$ cat config.mk
export PLATFORM = sky130hd
export DESIGN_NAME = ps2_apb_poller_flat
export DESIGN_NICKNAME = d
export VERILOG_FILES = /design/src/rtl/ps2_apb_poller_if.sv /design/src/rtl/ps2_apb_poller.sv /design/src/flat_wrapper.sv
export SDC_FILE = /design/constraint.sdc
export NUM_CORES = 1
export LEC_CHECK = 0
export ABC_AREA = 0
export CORE_UTILIZATION = 44
export CTS_BUF_LIST = sky130_fd_sc_hd__clkbuf_4 sky130_fd_sc_hd__clkbuf_8 sky130_fd_sc_hd__clkbuf_16
export CTS_CLUSTER_SIZE = 30
export DETAILED_ROUTE_END_ITERATION = 8
export MAX_ROUTING_LAYER = met4
export PLACE_DENSITY = 0.84
export SLEW_MARGIN = 10
export SYNTH_ARGS = -nofsm -noshare
export SYNTH_HDL_FRONTEND = slang
export SYNTH_SLANG_ARGS = --single-unit
$ cat constraint.sdc
create_clock -name clk -period 4.5 [get_ports clk]
set_clock_uncertainty 0.05 [all_clocks]
set_input_delay 0.9 -clock clk [delete_from_list [all_inputs] [get_ports clk]]
set_output_delay 0.9 -clock clk [all_outputs]
set_load 0.005 [all_outputs]
$ cat src/rtl/ps2_apb_poller_if.sv
// APB bus between the PS/2 poller (master) and the PS/2 host block (slave).
interface ps2_apb_poller_if;
    logic [31:0] paddr;
    logic        psel;
    logic        penable;
    logic        pwrite;
    logic [31:0] pwdata;
    logic [31:0] prdata;
    logic        pready;
    logic        perr;

    modport master (
        output paddr, psel, penable, pwrite, pwdata,
        input  prdata, pready, perr
    );

    modport slave (
        input  paddr, psel, penable, pwrite, pwdata,
        output prdata, pready, perr
    );
endinterface

$ cat src/rtl/ps2_apb_poller.sv
// PS/2 host poller: configures the host over APB, then reads scancode bytes,
// folds 0xF0/0xE0 prefixes into release/extended flags, hands complete keys
// downstream, and reads the status register whenever the FIFO is empty or
// a bus error occurs.
module ps2_apb_poller (
    input  logic                     clk,
    input  logic                     reset_n,
    input  logic                     enable,
    input  logic [15:0]              divider,
    input  logic [7:0]               poll_interval,
    ps2_apb_poller_if.master         apb,
    output logic                     key_valid,
    input  logic                     key_ready,
    output logic [7:0]               key_code,
    output logic                     key_release,
    output logic                     key_extended,
    output logic [4:0]               error_flags,
    output logic                     error_valid,
    output logic                     busy
);

    localparam logic [31:0] ADDR_CTRL = 32'd0;
    localparam logic [31:0] ADDR_DATA = 32'd1;
    localparam logic [7:0]  BYTE_BREAK = 8'hF0;
    localparam logic [7:0]  BYTE_EXT   = 8'hE0;

    typedef enum logic [3:0] {
        IDLE,
        CFG_SETUP,
        CFG_ACCESS,
        DATA_SETUP,
        DATA_ACCESS,
        HOLD,
        STAT_SETUP,
        STAT_ACCESS,
        WAIT
    } state_t;

    state_t      state;
    state_t      state_nxt;
    logic [15:0] cfg_div;
    logic        release_pend;
    logic        ext_pend;
    logic        data_perr;
    logic [7:0]  wait_cnt;

    logic        rd_empty;
    logic [7:0]  rd_byte;
    logic        rd_prefix;
    logic [4:0]  stat_flags;
    logic        unused_prdata;

    assign rd_empty      = apb.prdata[31] | apb.perr;
    assign rd_byte       = apb.prdata[7:0];
    assign rd_prefix     = (rd_byte == BYTE_BREAK) || (rd_byte == BYTE_EXT);
    assign stat_flags    = {apb.perr | data_perr, apb.prdata[3:0]};
    assign unused_prdata = ^apb.prdata[30:8];
    assign busy          = (state != IDLE);

    // State register.
    always_ff @(posedge clk or negedge reset_n) begin
        if (!reset_n) begin
            state <= IDLE;
        end else begin
            // NOTE: every clocked assignment is non-blocking so all registers
            // update together from pre-edge values, independent of block order.
            state <= state_nxt;
        end
    end

    // Next-state decode and APB request outputs, decoded from the state.
    always_comb begin
        // NOTE: every output of this block gets a default first, so no path
        // through the case can leave one unassigned and infer a latch.
        state_nxt   = state;
        apb.psel    = 1'b0;
        apb.penable = 1'b0;
        apb.pwrite  = 1'b0;
        apb.paddr   = '0;
        apb.pwdata  = '0;

        case (state)
            IDLE: begin
                if (enable) state_nxt = CFG_SETUP;
            end
            CFG_SETUP: begin
                apb.psel   = 1'b1;
                apb.pwrite = 1'b1;
                apb.paddr  = ADDR_CTRL;
                apb.pwdata = {cfg_div, 16'h0000};
                state_nxt  = CFG_ACCESS;
            end
            CFG_ACCESS: begin
                apb.psel    = 1'b1;
                apb.penable = 1'b1;
                apb.pwrite  = 1'b1;
                apb.paddr   = ADDR_CTRL;
                apb.pwdata  = {cfg_div, 16'h0000};
                if (apb.pready) state_nxt = enable ? DATA_SETUP : IDLE;
            end
            DATA_SETUP: begin
                apb.psel  = 1'b1;
                apb.paddr = ADDR_DATA;
                state_nxt = DATA_ACCESS;
            end
            DATA_ACCESS: begin
                apb.psel    = 1'b1;
                apb.penable = 1'b1;
                apb.paddr   = ADDR_DATA;
                if (apb.pready) begin
                    if (rd_empty)       state_nxt = enable ? STAT_SETUP : IDLE;
                    else if (rd_prefix) state_nxt = enable ? DATA_SETUP : IDLE;
                    else                state_nxt = HOLD;
                end
            end
            HOLD: begin
                if (key_ready) state_nxt = enable ? DATA_SETUP : IDLE;
            end
            STAT_SETUP: begin
                apb.psel  = 1'b1;
                apb.paddr = ADDR_CTRL;
                state_nxt = STAT_ACCESS;
            end
            STAT_ACCESS: begin
                apb.psel    = 1'b1;
                apb.penable = 1'b1;
                apb.paddr   = ADDR_CTRL;
                if (apb.pready) state_nxt = enable ? WAIT : IDLE;
            end
            WAIT: begin
                if (!enable)             state_nxt = IDLE;
                else if (wait_cnt == 0)  state_nxt = DATA_SETUP;
            end
            default: state_nxt = IDLE;
        endcase
    end

    // Datapath: divider capture, prefix tracking, key and error registers,
    // and the poll-interval counter.
    always_ff @(posedge clk or negedge reset_n) begin
        if (!reset_n) begin
            cfg_div      <= '0;
            release_pend <= 1'b0;
            ext_pend     <= 1'b0;
            data_perr    <= 1'b0;
            wait_cnt     <= '0;
            key_valid    <= 1'b0;
            key_code     <= '0;
            key_release  <= 1'b0;
            key_extended <= 1'b0;
            error_flags  <= '0;
            error_valid  <= 1'b0;
        end else begin
            error_valid <= 1'b0;

            case (state)
                IDLE: begin
                    if (enable) cfg_div <= divider;
                end
                DATA_ACCESS: begin
                    if (apb.pready) begin
                        data_perr <= apb.perr;
                        if (!rd_empty) begin
                            if (rd_byte == BYTE_BREAK) begin
                                release_pend <= 1'b1;
                            end else if (rd_byte == BYTE_EXT) begin
                                ext_pend <= 1'b1;
                            end else begin
                                key_valid    <= 1'b1;
                                key_code     <= rd_byte;
                                key_release  <= release_pend;
                                key_extended <= ext_pend;
                                release_pend <= 1'b0;
                                ext_pend     <= 1'b0;
                            end
                        end
                    end
                end
                HOLD: begin
                    if (key_ready) key_valid <= 1'b0;
                end
                STAT_ACCESS: begin
                    if (apb.pready) begin
                        error_flags <= stat_flags;
                        error_valid <= 1'b1;
                        wait_cnt    <= poll_interval;
                        if (|stat_flags) begin
                            release_pend <= 1'b0;
                            ext_pend     <= 1'b0;
                        end
                    end
                end
                WAIT: begin
                    if (wait_cnt != 0) wait_cnt <= wait_cnt - 8'd1;
                end
                default: ;
            endcase

            // A half-received prefix sequence never survives a stop.
            if (state_nxt == IDLE) begin
                release_pend <= 1'b0;
                ext_pend     <= 1'b0;
            end
        end
    end

endmodule

$ cat src/flat_wrapper.sv
// flat-port wrapper written by rule: the top's interface ports become plain ports
module ps2_apb_poller_flat 
  (clk, reset_n, enable, divider, poll_interval, key_valid, key_ready, key_code, key_release, key_extended, error_flags, error_valid, busy, apb_paddr, apb_psel, apb_penable, apb_pwrite, apb_pwdata, apb_prdata, apb_pready, apb_perr);
  ps2_apb_poller_if apb_i ();
  input  logic clk;
  input  logic reset_n;
  input  logic enable;
  input  logic [15:0] divider;
  input  logic [7:0] poll_interval;
  output logic key_valid;
  input  logic key_ready;
  output logic [7:0] key_code;
  output logic key_release;
  output logic key_extended;
  output logic [4:0] error_flags;
  output logic error_valid;
  output logic busy;
  output wire logic [$bits(apb_i.paddr)-1:0] apb_paddr;
  output wire logic [$bits(apb_i.psel)-1:0] apb_psel;
  output wire logic [$bits(apb_i.penable)-1:0] apb_penable;
  output wire logic [$bits(apb_i.pwrite)-1:0] apb_pwrite;
  output wire logic [$bits(apb_i.pwdata)-1:0] apb_pwdata;
  input wire logic [$bits(apb_i.prdata)-1:0] apb_prdata;
  input wire logic [$bits(apb_i.pready)-1:0] apb_pready;
  input wire logic [$bits(apb_i.perr)-1:0] apb_perr;
  assign apb_paddr = apb_i.paddr;
  assign apb_psel = apb_i.psel;
  assign apb_penable = apb_i.penable;
  assign apb_pwrite = apb_i.pwrite;
  assign apb_pwdata = apb_i.pwdata;
  assign apb_i.prdata = apb_prdata;
  assign apb_i.pready = apb_pready;
  assign apb_i.perr = apb_perr;
  ps2_apb_poller u_core (.clk(clk), .reset_n(reset_n), .enable(enable), .divider(divider), .poll_interval(poll_interval), .apb(apb_i), .key_valid(key_valid), .key_ready(key_ready), .key_code(key_code), .key_release(key_release), .key_extended(key_extended), .error_flags(error_flags), .error_valid(error_valid), .busy(busy));
endmodule
## Word level (Yosys, flattened, before mapping)

Index checks and enable logic that the tools add are counted.

| storage, ports and cells | value |
|---|---|
| register bits | 48 |
| latch bits | 0 |
| bits in writable memories | 0 |
| bits in read-only memories | 0 |
| bits of input ports | 62 |
| output and inout bits | 85 |
| logic and storage cells | 106 |
| memories | 0 |

| cells by class | value |
|---|---|
| add/sub/neg operators | 1 |
| multipliers | 0 |
| div/mod/pow operators | 0 |
| $lt $le $gt $ge | 0 |
| equal/unequal tests | 23 |
| shift-type cells | 0 |
| multiplexer cells | 43 |
| bitwise operators | 5 |
| reductions and logical operators | 22 |

Operators by type and width:

| kind | number |
|---|---|
| 4-bit two-way mux | 10 |
| 4-bit case mux with 9 select lines | 1 |
| 32-bit two-way mux | 1 |
| 1-bit two-way mux | 23 |
| 6-bit AND reduction | 3 |
| 4-bit by 3-bit == test with 1-bit output (second input constant) | 4 |
| 8-bit == test (second input constant) | 2 |
| 8-bit two-way mux | 2 |
| 8-bit case mux with 2 select lines | 1 |
| 2-bit != test (second input constant) | 6 |
| 4-bit by 2-bit == test with 1-bit output (second input constant) | 2 |
| 4-bit logical NOT | 2 |
| 8-bit logical NOT | 1 |
| 8-bit nonzero test | 1 |
| 8-bit by 1-bit subtractor with 8-bit output (second input constant) | 1 |
| 3-bit by 2-bit != test with 1-bit output (second input constant) | 2 |
| 3-bit != test (second input constant) | 2 |
| 1-bit case mux with 2 select lines | 3 |
| 2-bit AND reduction | 3 |
| 6-bit OR reduction | 1 |
| 5-bit AND reduction | 1 |
| 5-bit OR reduction | 1 |
| 4-bit by 1-bit == test with 1-bit output (second input constant) | 1 |
| 4-bit == test (second input constant) | 1 |
| 14 further kinds | 19 |

## Longest topological paths before layout

Gate-level depths: netlist of run 1.

| depth | value |
|---|---|
| depth after elaboration | 9 |
| gate-level depth with buffers | 8 |

## Least setup slack after synthesis of run 1

OpenSTA, ideal clock, no wires.

| path | value |
|---|---|
| kind | reg2out |
| start | register u_core.state[1] |
| end | output apb_pwdata[22] |
| arrival | 1442 ps |
| required time | 3550 ps |
| slack | 2108 ps |
| stages on the path, launching flop included | 6 |
| cells stage by stage | dfrtp_1 clkbuf_8 xnor2_1 nor3_1 clkbuf_1 and2_1 |

| on the way | value |
|---|---|
| longest elaborated chain between the ends | 3 |
| elaborated cells between the ends (all ways) | 4 |

RTL lines:

| element | line | RTL |
|---|---|---|
| start: declaration | ps2_apb_poller.sv:39 | `state_t state;` |
| start signal: assignment | ps2_apb_poller.sv:67 | `state <= state_nxt;` |
| 4-bit by 1-bit == test with 1-bit output / 4-bit by 2-bit == test with 1-bit output (equally long branches) | ps2_apb_poller.sv:82 | `case (state)` |
| 2-bit OR reduction (no line) * | - |  |
| 32-bit two-way mux * | ps2_apb_poller.sv:82 |  |
| end: declaration | flat_wrapper.sv:22 | `output wire logic [$bits(apb_i.pwdata)-1:0] apb_pwdata;` |

Mark *: on every way between the ends. The rest lies on a longest branch, timed or not.

## Final worst setup path of run 1

| path | value |
|---|---|
| start | register u_core.state[1] |
| end | output apb_pwdata[19] |

Same word-level chain as after synthesis.

==> results of run 1 <==
registers in the layout, summed over array words and instances (netlist names):
name and flops:
u_core.release_pend 1, u_core.key_release 1, u_core.wait_cnt 8, u_core.data_perr 1, u_core.key_extended 1, u_core.ext_pend 1, u_core.error_flags 5, u_core.error_valid 1
u_core.key_valid 1, u_core.state 4, u_core.key_code 8, u_core.cfg_div 16
layer usage:
layer / GRT usage / vias up / routed length (um)
met5: - / - / 0
met1: 0.232 / 1095 / 2590
met4: 0.0508 / 0 / 85
li1: - / 1099 / -
met2: 0.294 / 77 / 3020
met3: 0.0386 / 9 / 342
critical path, delay by kind of cell (launching register included):
kind                      cells  cell delay [ns]
and+or+nand+nor               2             0.35
xor gates and xnor gates      1             0.25
DFF                           1             0.74
buffers and inverters         2             0.74
cell type report:
class | instances | area, um^2
inverters | 7 | 26.3
clock inverters | 2 | 13.8
flip-flops and latches | 48 | 1200
well taps | 77 | 96.3
multi-input cells | 229 | 1420
fillers | 561 | 2770
clock buffers | 6 | 82.6
repair buffers | 78 | 771
path summary, 6_finish.rpt:
kind,to,slack (ns),cells after the start
worst min-delay path,u_core.error_flags[0],0.44,2
min in group asynchronous,u_core.state[0],0.73,1
worst max-delay path,apb_pwdata[19],1.17,5
worst max register to register,u_core.wait_cnt[2],1.94,5
max in group asynchronous,u_core.error_flags[2],3.00,1
worst min register to register,u_core.error_flags[0],0.44,2
metrics by stage:
step | setup WS, ns | hold slack [ns] | utilization | std cells | instance area, um^2
floorplan | 2.11 | 0.417 | - | 347 | 3110
global placement | 1.45 | 0.417 | 0.551 | 439 | 3520
detailed placement | 1.42 | 0.427 | 0.551 | 439 | 3520
CTS | 1.16 | 0.451 | 0.566 | 447 | 3610
global route | 0.944 | 0.453 | 0.566 | 447 | 3610
finish | 1.17 | 0.441 | 0.566 | 447 | 3610
cells by family (layout without fill, tap and decap cells):
logic type / after synthesis / in the layout / share of synthesized area
other: 1 / 47 / 0.00128
AOI/OAI and AO/OA: 50 / 50 / 0.120
adders and majority gates: 1 / 1 / 0.00426
buffers and inverters: 70 / 93 / 0.166
muxes: 27 / 27 / 0.103
and+or+nand+nor: 103 / 103 / 0.193
xor gates and xnor gates: 1 / 1 / 0.00298
DFF: 48 / 48 / 0.409
power groups by stage:
stage	registers, uW	clock network (uW)	logic (uW)
final	790	278	1040
after global routing	822	303	1140
after CTS	791	287	1060
after detailed placement	800	0	1050
after global placement	783	0	1030
after floorplan	726	0	662
cells in the final DEF, fill, tap and decap left out, drive strengths merged, types with 4 or more instances in the layout:
cell and count:
o21ai 14, nor2 19, nor2b 4, conb 47, and2 18, inv 8, nor3 8, clkdlybuf4s50 75
a21oi 11, clkbuf 6, mux2 27, dfrtp 48, nand2 27, nand3 6
==> impl_metrics.py, run 1 <==
metrics = {
    "synth": {
        "synth_area_leaders": "dfrtp_1 (41%), buf_4 (12%), mux2_2 (10%), and2_1 (3.8%), nand2_1 (3.4%)",
        "synth_area_um2": 2940,
        "synth-edff-count": 0,
        "ys_warn_count": 0,
        "synthArstFlopShare": 1.00,
        "synthCells": 301,
        "synth_area_leader_cell": "dfrtp_1",
        "synth_top_area_share": 0.409,
        "synthDistinctLibCells": 54,
        "synth_flop_cell": "dfrtp_1",
        "yosys-top-cells-count": "dfrtp_1 (48), buf_4 (47), mux2_2 (27), nand2_1 (27), nor2_1 (19)",
        "syn_avg_cell_area_um2": 9.76,
        "synth-seq-cells": 48,
        "yosysSeqAreaShare": 0.409,
        "synth.most_common_cell": "dfrtp_1",
    },
    "power_and_ir_drop": {
        "p_total_uw": 2110,
        "p_sw_frac": 0.348,
        "p_per_area_nw_per_um2": 584,
        "p_switching_uw": 734,
        "combPwrFrac": 0.494,
        "leakagePower_uw": 0.00157,
        "internal_power_uw": 1380,
        "p_seq_frac": 0.375,
        "pwr-share-clk": 0.132,
        "power.ir.vdd_worst_uv": 293,
    },
    "status": {
        "status": "completed",
    },
    "routing": {
        "wl_um": 6050,
        "vias": 2280,
        "wl_per_cell_um": 13.5,
        "firstDrtPassIters": 4,
        "antenna_left": 0,
        "drcViolationCount": 0,
        "routed_via_density": 5.10,
        "drtIter0Drc": 118,
    },
    "layout": {
        "drive_gt1_frac": 0.135,
        "area.growth.synth_to_final_pct": 22.9,
        "antenna_cells": 0,
        "nNetsFinal": 432,
    },
    "sta": {
        "tightest_slew_ns": 1.07,
        "slew_viol_final": 0,
        "tns_ns": 0,
        "clock.fmax_ghz": 0.301,
        "grt_setup_unrepaired": "false",
        "setup_viol": 0,
        "fin_crit_sh": 0.739,
        "hold_violations": 0,
        "slew_headroom": 0.285,
        "post-route-min-period_ns": 3.33,
    },
    "die": {
        "start_util": 0.460,
        "ios": 147,
        "dieArea_um2": 7010,
        "num_rows": 29,
        "die_w_um": 83.7,
        "die_y_um": 83.7,
        "coreArea_um2": 6390,
    },
    "job": {
        "max_cap_viol_count": 0,
    },
    "critical_path": {
        "startpoint": "u_core.state[1]",
        "crit_required_ns": 3.55,
        "worstSetupPathType": "reg2out",
        "cpMaxStageDelayCell": "dfrtp_1",
        "r2r_start": "u_core.state[1]",
        "worst_ep_arrival_time_ns": 2.38,
        "path_max_fanout": 20,
        "critPathMaxStageDelay_ns": 0.74,
        "cp-end-kind": "output pin",
        "cp_cell_sequence": "xnor2_1 > nor3_1 > buf_4 > and2_1 > clkdlybuf4s50_1",
        "start_kind": "flip-flop",
    },
    "grt": {
        "antenna_found_initial": 0,
        "grt_pass1_vias": 2118,
        "gr-total-overflow": 0,
        "grt_pass1_wl_um": 10000,
        "grt_usage": 0.182,
        "grt_start_max_net_pins": 49,
    },
    "cts": {
        "htreeDepth": 2,
        "cts_sinks": 48,
        "ctsRootBufferMaster": "clkbuf_8",
        "insertion_delay_ns": 0.30,
        "cts_buffers": 5,
        "path_clk_slew_ns": 0.09,
        "hold_buffers": 0,
        "cts_setup_buffers": 0,
        "cts_tree": "built",
        "clk_path_buf_depth": 2,
        "cts_resized": 0,
    },
    "placement": {
        "port-buffer-count": 76,
        "gp_congestion": 0.892,
        "dpl.hpwl_um": 4490,
    },
    "hold_path": {
        "hp-class": "reg2reg",
        "hold_start": "u_core.error_flags[0]",
    },
}
Note: power is estimated with default switching activity, not from simulation.
==> run 2, diff against run 1 <==
--- a/config.mk
+++ b/config.mk
@@ -6,12 +6,12 @@
 export NUM_CORES = 1
 export LEC_CHECK = 0
 export ABC_AREA = 0
-export CORE_UTILIZATION = 44
+export CORE_UTILIZATION = 41
 export CTS_BUF_LIST = sky130_fd_sc_hd__clkbuf_4 sky130_fd_sc_hd__clkbuf_8 sky130_fd_sc_hd__clkbuf_16
 export CTS_CLUSTER_SIZE = 30
 export DETAILED_ROUTE_END_ITERATION = 8
 export MAX_ROUTING_LAYER = met4
-export PLACE_DENSITY = 0.84
+export PLACE_DENSITY = 0.79
 export SLEW_MARGIN = 10
 export SYNTH_ARGS = -nofsm -noshare
 export SYNTH_HDL_FRONTEND = slang
==> constraint.sdc (replaced) <==
create_clock -name clk -period 3.1 [get_ports clk]
set_clock_uncertainty 0.05 [all_clocks]
set_input_delay 0.62 -clock clk [delete_from_list [all_inputs] [get_ports clk]]
set_output_delay 0.62 -clock clk [all_outputs]
set_load 0.005 [all_outputs]
==> run 2 against run 1 <==
Effect of this change:
- final area grew 3.4%
- count of clock-buffer cells in the layout shrank 1
- worst setup slack lost 0.83 ns
- via count grew 0.70%
- worst hold slack lost 0.21 ns
- critical path depth is the same
- final cell count grew 5.6%
- sequential cell count is the same
- clock power grew 91%
- critical path type unchanged
==> impl_metrics.py, run 2 (synthesized netlist as in run 1, its figures left out) <==
metrics = {
    "sta": {
        "slew_headroom": 0.578,
        "fin_crit_sh": 0.888,
        "post-route-min-period_ns": 2.75,
        "grt_setup_unrepaired": "false",
        "hold_violations": 0,
        "tightest_slew_ns": 0.626,
        "hold-worst-slack_ns": 0.233,
        "clock.fmax_ghz": 0.363,
        "tns_ns": 0,
        "slew_viol_final": 0,
        "setup_viol": 0,
    },
    "cts": {
        "htreeDepth": 2,
        "cts_tree": "built",
        "cts_setup_buffers": 0,
        "insertion_delay_ns": 0.29,
        "path_clk_slew_ns": 0.09,
        "clk_path_buf_depth": 2,
        "cts_buffers": 5,
        "ctsRootBufferMaster": "clkbuf_8",
        "cts_sinks": 48,
        "hold_buffers": 0,
        "cts_resized": 0,
    },
    "grt": {
        "grt_pass1_wl_um": 9830,
        "gr-total-overflow": 0,
        "grt_start_max_net_pins": 49,
        "antenna_found_initial": 0,
        "grt_pass1_vias": 2113,
        "grt_usage": 0.169,
    },
    "critical_path": {
        "worst_ep_arrival_time_ns": 2.08,
        "cp_cell_sequence": "xnor2_1 > nor3_1 > buf_4 > and2_1 > clkdlybuf4s50_1",
        "worstSetupPathType": "reg2out",
        "start_kind": "flip-flop",
        "critPathMaxStageDelay_ns": 0.55,
        "path_max_fanout": 17,
        "crit_required_ns": 2.43,
        "critPathTopFamily": "buffers and inverters",
        "cpMaxStageDelayCell": "dfrtp_1",
        "path_buf_inv": 2,
        "cp-end-kind": "output pin",
    },
    "layout": {
        "top_regs": "u_core.cfg_div: 16 flops, u_core.key_code: 8 flops, u_core.wait_cnt: 8 flops",
        "fin_util": 0.544,
        "largest_reg_flops": 16,
        "area.growth.synth_to_final_pct": 27.1,
        "largest-register": "u_core.cfg_div",
        "final_common_cell": "clkdlybuf4s50_1",
        "final_cell_mix": "clkdlybuf4s50_1 (75), dfrtp_1 (48), conb_1 (47), nand2_1 (27), mux2_2 (27)",
        "drive_gt1_frac": 0.149,
        "nNetsFinal": 438,
        "antenna_cells": 0,
        "fillers": 641,
    },
    "power_and_ir_drop": {
        "leakagePower_uw": 0.00162,
        "power.ir.vdd_worst_uv": 364,
        "p_per_area_nw_per_um2": 863,
    },
    "routing": {
        "wl_per_cell_um": 13.0,
        "wl_um": 6120,
        "drcViolationCount": 0,
        "antenna_left": 0,
        "firstDrtPassIters": 4,
        "drtIter0Drc": 113,
        "routed_via_density": 4.86,
        "vias": 2296,
    },
    "placement": {
        "gp_congestion": 0.884,
        "dpl.hpwl_um": 4540,
        "port-buffer-count": 76,
    },
    "die": {
        "coreArea_um2": 6870,
        "die_w_um": 86.7,
        "dieArea_um2": 7510,
        "start_util": 0.428,
        "die_y_um": 86.7,
        "ios": 147,
        "num_rows": 30,
    },
    "hold_path": {
        "hp-class": "in2async",
    },
    "job": {
        "max_cap_viol_count": 0,
    },
    "status": {
        "status": "completed",
    },
}
run 2: cell types whose count changed in the layout (fill, tap and decap cells not counted):
cell       before  now
buf_12          0    1
buf_4           2    7
bufinv_16       0    2
clkbuf_8        6    5
clkinv_2        1    0
run 2: final timing paths:
kind	slack, ns	cells after the start	startpoint	endpoint
setup / recovery	0.35	5	u_core.state[0]	apb_pwdata[16]
hold / removal	0.23	1	reset_n	u_core.wait_cnt[4]
setup reg to reg	0.77	7	u_core.wait_cnt[0]	u_core.release_pend
hold reg to reg	0.43	2	u_core.error_flags[2]	u_core.error_flags[2]
max in group asynchronous	2.24	2	reset_n	u_core.error_flags[2]
min in group clk	0.43	2	u_core.error_flags[2]	u_core.error_flags[2]
run 2: layout make-up:
cell class / instances / area (um^2) / share of cell area
repair buffers: 84 / 828 / 0.222
flip-flops and latches: 48 / 1200 / 0.322
multi-input cells: 229 / 1420 / 0.381
inverters: 7 / 26.3 / 0.00704
clock inverters: 3 / 68.8 / 0.0184
well taps: 96 / 120 / 0.0322
clock buffers: 5 / 68.8 / 0.0184
run 2: per-layer routing:
metal  global-route usage  part of all wire  wire length (um)  vias to the layer above
li1                     -                 -                 -                     1100
met1                0.211              0.43              2610                     1099
met2                0.284              0.50              3090                       91
met3               0.0305             0.056               341                        6
met4               0.0439             0.013                82                        0
met5                    -                 0                 0                        -
run 2: stage by stage:
stage | power (uW) | setup slack [ns] | cell area (um^2) | std cells
2_1_floorplan | 2010 | 0.988 | 3110 | 347
3_3_place_gp | 2660 | 0.542 | 3580 | 463
3_5_place_dp | 2710 | 0.470 | 3580 | 463
4_1_cts | 3260 | 0.317 | 3710 | 471
5_1_grt | 3480 | 0.150 | 3730 | 472
6_report | 3220 | 0.347 | 3730 | 472
run 2: report_power, final:
group	switching, uW	internal (uW)	leakage, uW	total, uW
Combinational	654	935	0.000952	1590
Clock	208	325	0.0000687	532
Sequential	200	902	0.000597	1100
Total	1060	2160	0.00162	3220
==> run 3, diff against run 2 <==
--- a/config.mk
+++ b/config.mk
@@ -12,7 +12,8 @@
 export DETAILED_ROUTE_END_ITERATION = 8
 export MAX_ROUTING_LAYER = met4
 export PLACE_DENSITY = 0.79
-export SLEW_MARGIN = 10
+export RECOVER_POWER = 100
+export SLEW_MARGIN = 0
 export SYNTH_ARGS = -nofsm -noshare
 export SYNTH_HDL_FRONTEND = slang
 export SYNTH_SLANG_ARGS = --single-unit
==> constraint.sdc (replaced) <==
create_clock -name clk -period 2.91 [get_ports clk]
set_clock_uncertainty 0.05 [all_clocks]
set_input_delay 0.582 -clock clk [delete_from_list [all_inputs] [get_ports clk]]
set_output_delay 0.582 -clock clk [all_outputs]
set_load 0.005 [all_outputs]
==> run 3 against run 2 <==
Effect of this change:
- worst hold slack better by 0.20 ns
- core utilization down 1.3 points
- clock power down 20%
- critical path type unchanged
- critical endpoint is now apb_pwdata[22]
==> impl_metrics.py, run 3 (synthesized netlist as in run 1, its figures left out) <==
metrics = {
    "layout": {
        "largest_reg_flops": 16,
        "fin_util": 0.530,
        "final_area_um2": 3640,
        "largest-register": "u_core.cfg_div",
        "top_regs": "u_core.cfg_div: 16 flops, u_core.key_code: 8 flops, u_core.wait_cnt: 8 flops",
        "final_cell_mix": "clkdlybuf4s50_1 (53), dfrtp_1 (48), conb_1 (47), nand2_1 (27), mux2_2 (27)",
        "antenna_cells": 0,
        "area.growth.synth_to_final_pct": 23.9,
        "drive_gt1_frac": 0.130,
        "nNetsFinal": 438,
        "finalNonFillerCells": 472,
        "final_common_cell": "clkdlybuf4s50_1",
    },
    "cts": {
        "cts_buffers": 5,
        "insertion_delay_ns": 0.29,
        "htreeDepth": 2,
        "path_clk_slew_ns": 0.09,
        "clk_path_buf_depth": 2,
        "cts_resized": 0,
        "cts_tree": "built",
        "ctsRootBufferMaster": "clkbuf_8",
        "hold_buffers": 0,
        "cts_setup_buffers": 0,
        "cts_sinks": 48,
    },
    "job": {
        "max_cap_viol_count": 0,
    },
    "placement": {
        "placed_cell_area_um2": 3580,
        "dpl.cell_count": 464,
        "dpl_worst_slack_ns": 0.405,
        "dpl.hpwl_um": 4650,
        "port-buffer-count": 76,
        "gp_congestion": 0.899,
    },
    "routing": {
        "dr_wl_met3_um": 307,
        "firstDrtPassIters": 4,
        "wl_met2_um": 3100,
        "wl_um": 6170,
        "antenna_left": 0,
        "routed_via_density": 4.89,
        "drtIter0Drc": 114,
        "dr.max_layer_used": "met4",
        "vias": 2306,
        "wl_per_cell_um": 13.1,
        "drcViolationCount": 0,
        "drt-met1-wl_um": 2690,
    },
    "critical_path": {
        "worst_ep_arrival_time_ns": 2.14,
        "cpMaxStageDelayCell": "dfrtp_1",
        "worstReg2RegEnd": "u_core.ext_pend",
        "cp_cell_sequence": "xnor2_1 > nor3_1 > buf_4 > and2_0 > clkdlybuf4s50_1",
        "ff2ff_setup_slack_ns": 0.18,
        "path_buf_inv": 2,
        "worstSetupPathType": "reg2out",
        "reg2reg_depth": 7,
        "path_max_fanout": 17,
        "startpoint": "u_core.state[0]",
        "worst-path-stages": 5,
        "r2r_start": "u_core.wait_cnt[0]",
        "critPathMaxStageDelay_ns": 0.55,
        "endpoint": "apb_pwdata[22]",
        "cp-end-kind": "output pin",
        "start_kind": "flip-flop",
        "crit_required_ns": 2.28,
        "critPathTopFamily": "buffers and inverters",
    },
    "grt": {
        "gr-total-overflow": 0,
        "grt_pass1_wl_um": 9890,
        "grt_usage": 0.171,
        "antenna_found_initial": 0,
        "grt_pass1_vias": 2141,
        "grt_start_max_net_pins": 49,
    },
    "sta": {
        "setup_viol": 0,
        "clock.fmax_ghz": 0.361,
        "fin_ws_ns": 0.136,
        "grt_setup_unrepaired": "false",
        "tightest_slew_ns": 1.18,
        "fin_crit_sh": 0.953,
        "slew_viol_final": 0,
        "hold_violations": 0,
        "tns_ns": 0,
        "slew_headroom": 0.217,
        "post-route-min-period_ns": 2.77,
    },
    "die": {
        "dieArea_um2": 7510,
        "coreArea_um2": 6870,
        "start_util": 0.428,
        "num_rows": 30,
        "die_w_um": 86.7,
        "ios": 147,
        "die_y_um": 86.7,
    },
    "power_and_ir_drop": {
        "p_per_area_nw_per_um2": 880,
        "leakagePower_uw": 0.00161,
        "power.ir.vdd_worst_uv": 287,
    },
    "hold_path": {
        "hp-class": "reg2reg",
        "whs_path_depth": 2,
    },
    "status": {
        "status": "completed",
    },
}
==> run 3: cell types whose count changed in the layout (fill, tap and decap cells not counted), moves of 2 or more <==
cell,delta
bufinv_16,-2
clkbuf_1,+2
and2_1,-6
and2_0,+6
clkdlybuf4s50_1,-22
buf_4,-2
dlygate4sd3_1,+22
==> run 3: metrics by stage <==
stage	hold slack [ns]	power, uW
floorplan	0.236	2150
global placement	0.414	2830
detailed placement	0.418	2900
CTS	0.349	3330
global route	0.464	3470
finish	0.435	3210
==> run 3: report_power, final <==
group	total (uW)	internal [uW]	leakage (uW)	switching [uW]
logic	1610	922	0.000963	690
registers	1170	961	0.000597	209
clock network	423	195	0.0000516	229
total	3210	2080	0.00161	1130
==> run 3: worst min path at each step <==
stage                                from                    end  slack (ns)
floorplan                         reset_n      u_core.cfg_div[0]        0.24
global route        u_core.error_flags[2]  u_core.error_flags[2]        0.46
CTS                               reset_n     u_core.cfg_div[10]        0.35
global placement    u_core.error_flags[2]  u_core.error_flags[2]        0.41
detailed placement  u_core.error_flags[2]  u_core.error_flags[2]        0.42
finish              u_core.error_flags[2]  u_core.error_flags[2]        0.43
==> run 3: per-layer routing <==
layer,vias up,track usage
li1,1101,-
met1,1103,0.214
met2,94,0.289
met3,8,0.0286
met4,0,0.0424
met5,-,-
==> run 3: area by class of cell <==
cell class / count / area [um^2]
Timing Repair Buffer: 84 / 806
Inverter: 7 / 26.3
Fill cell: 644 / 3230
Clock buffer: 6 / 82.6
Clock inverter: 2 / 13.8
Tap cell: 96 / 120
Sequential cell: 48 / 1200
Multi-Input combinational cell: 229 / 1390
==> run 3: tightest hold or removal path: cells and delay by family (launching register included) <==
kind	cells	cell delay (ns)
DFF	1	0.35
and+or+nand+nor	2	0.10
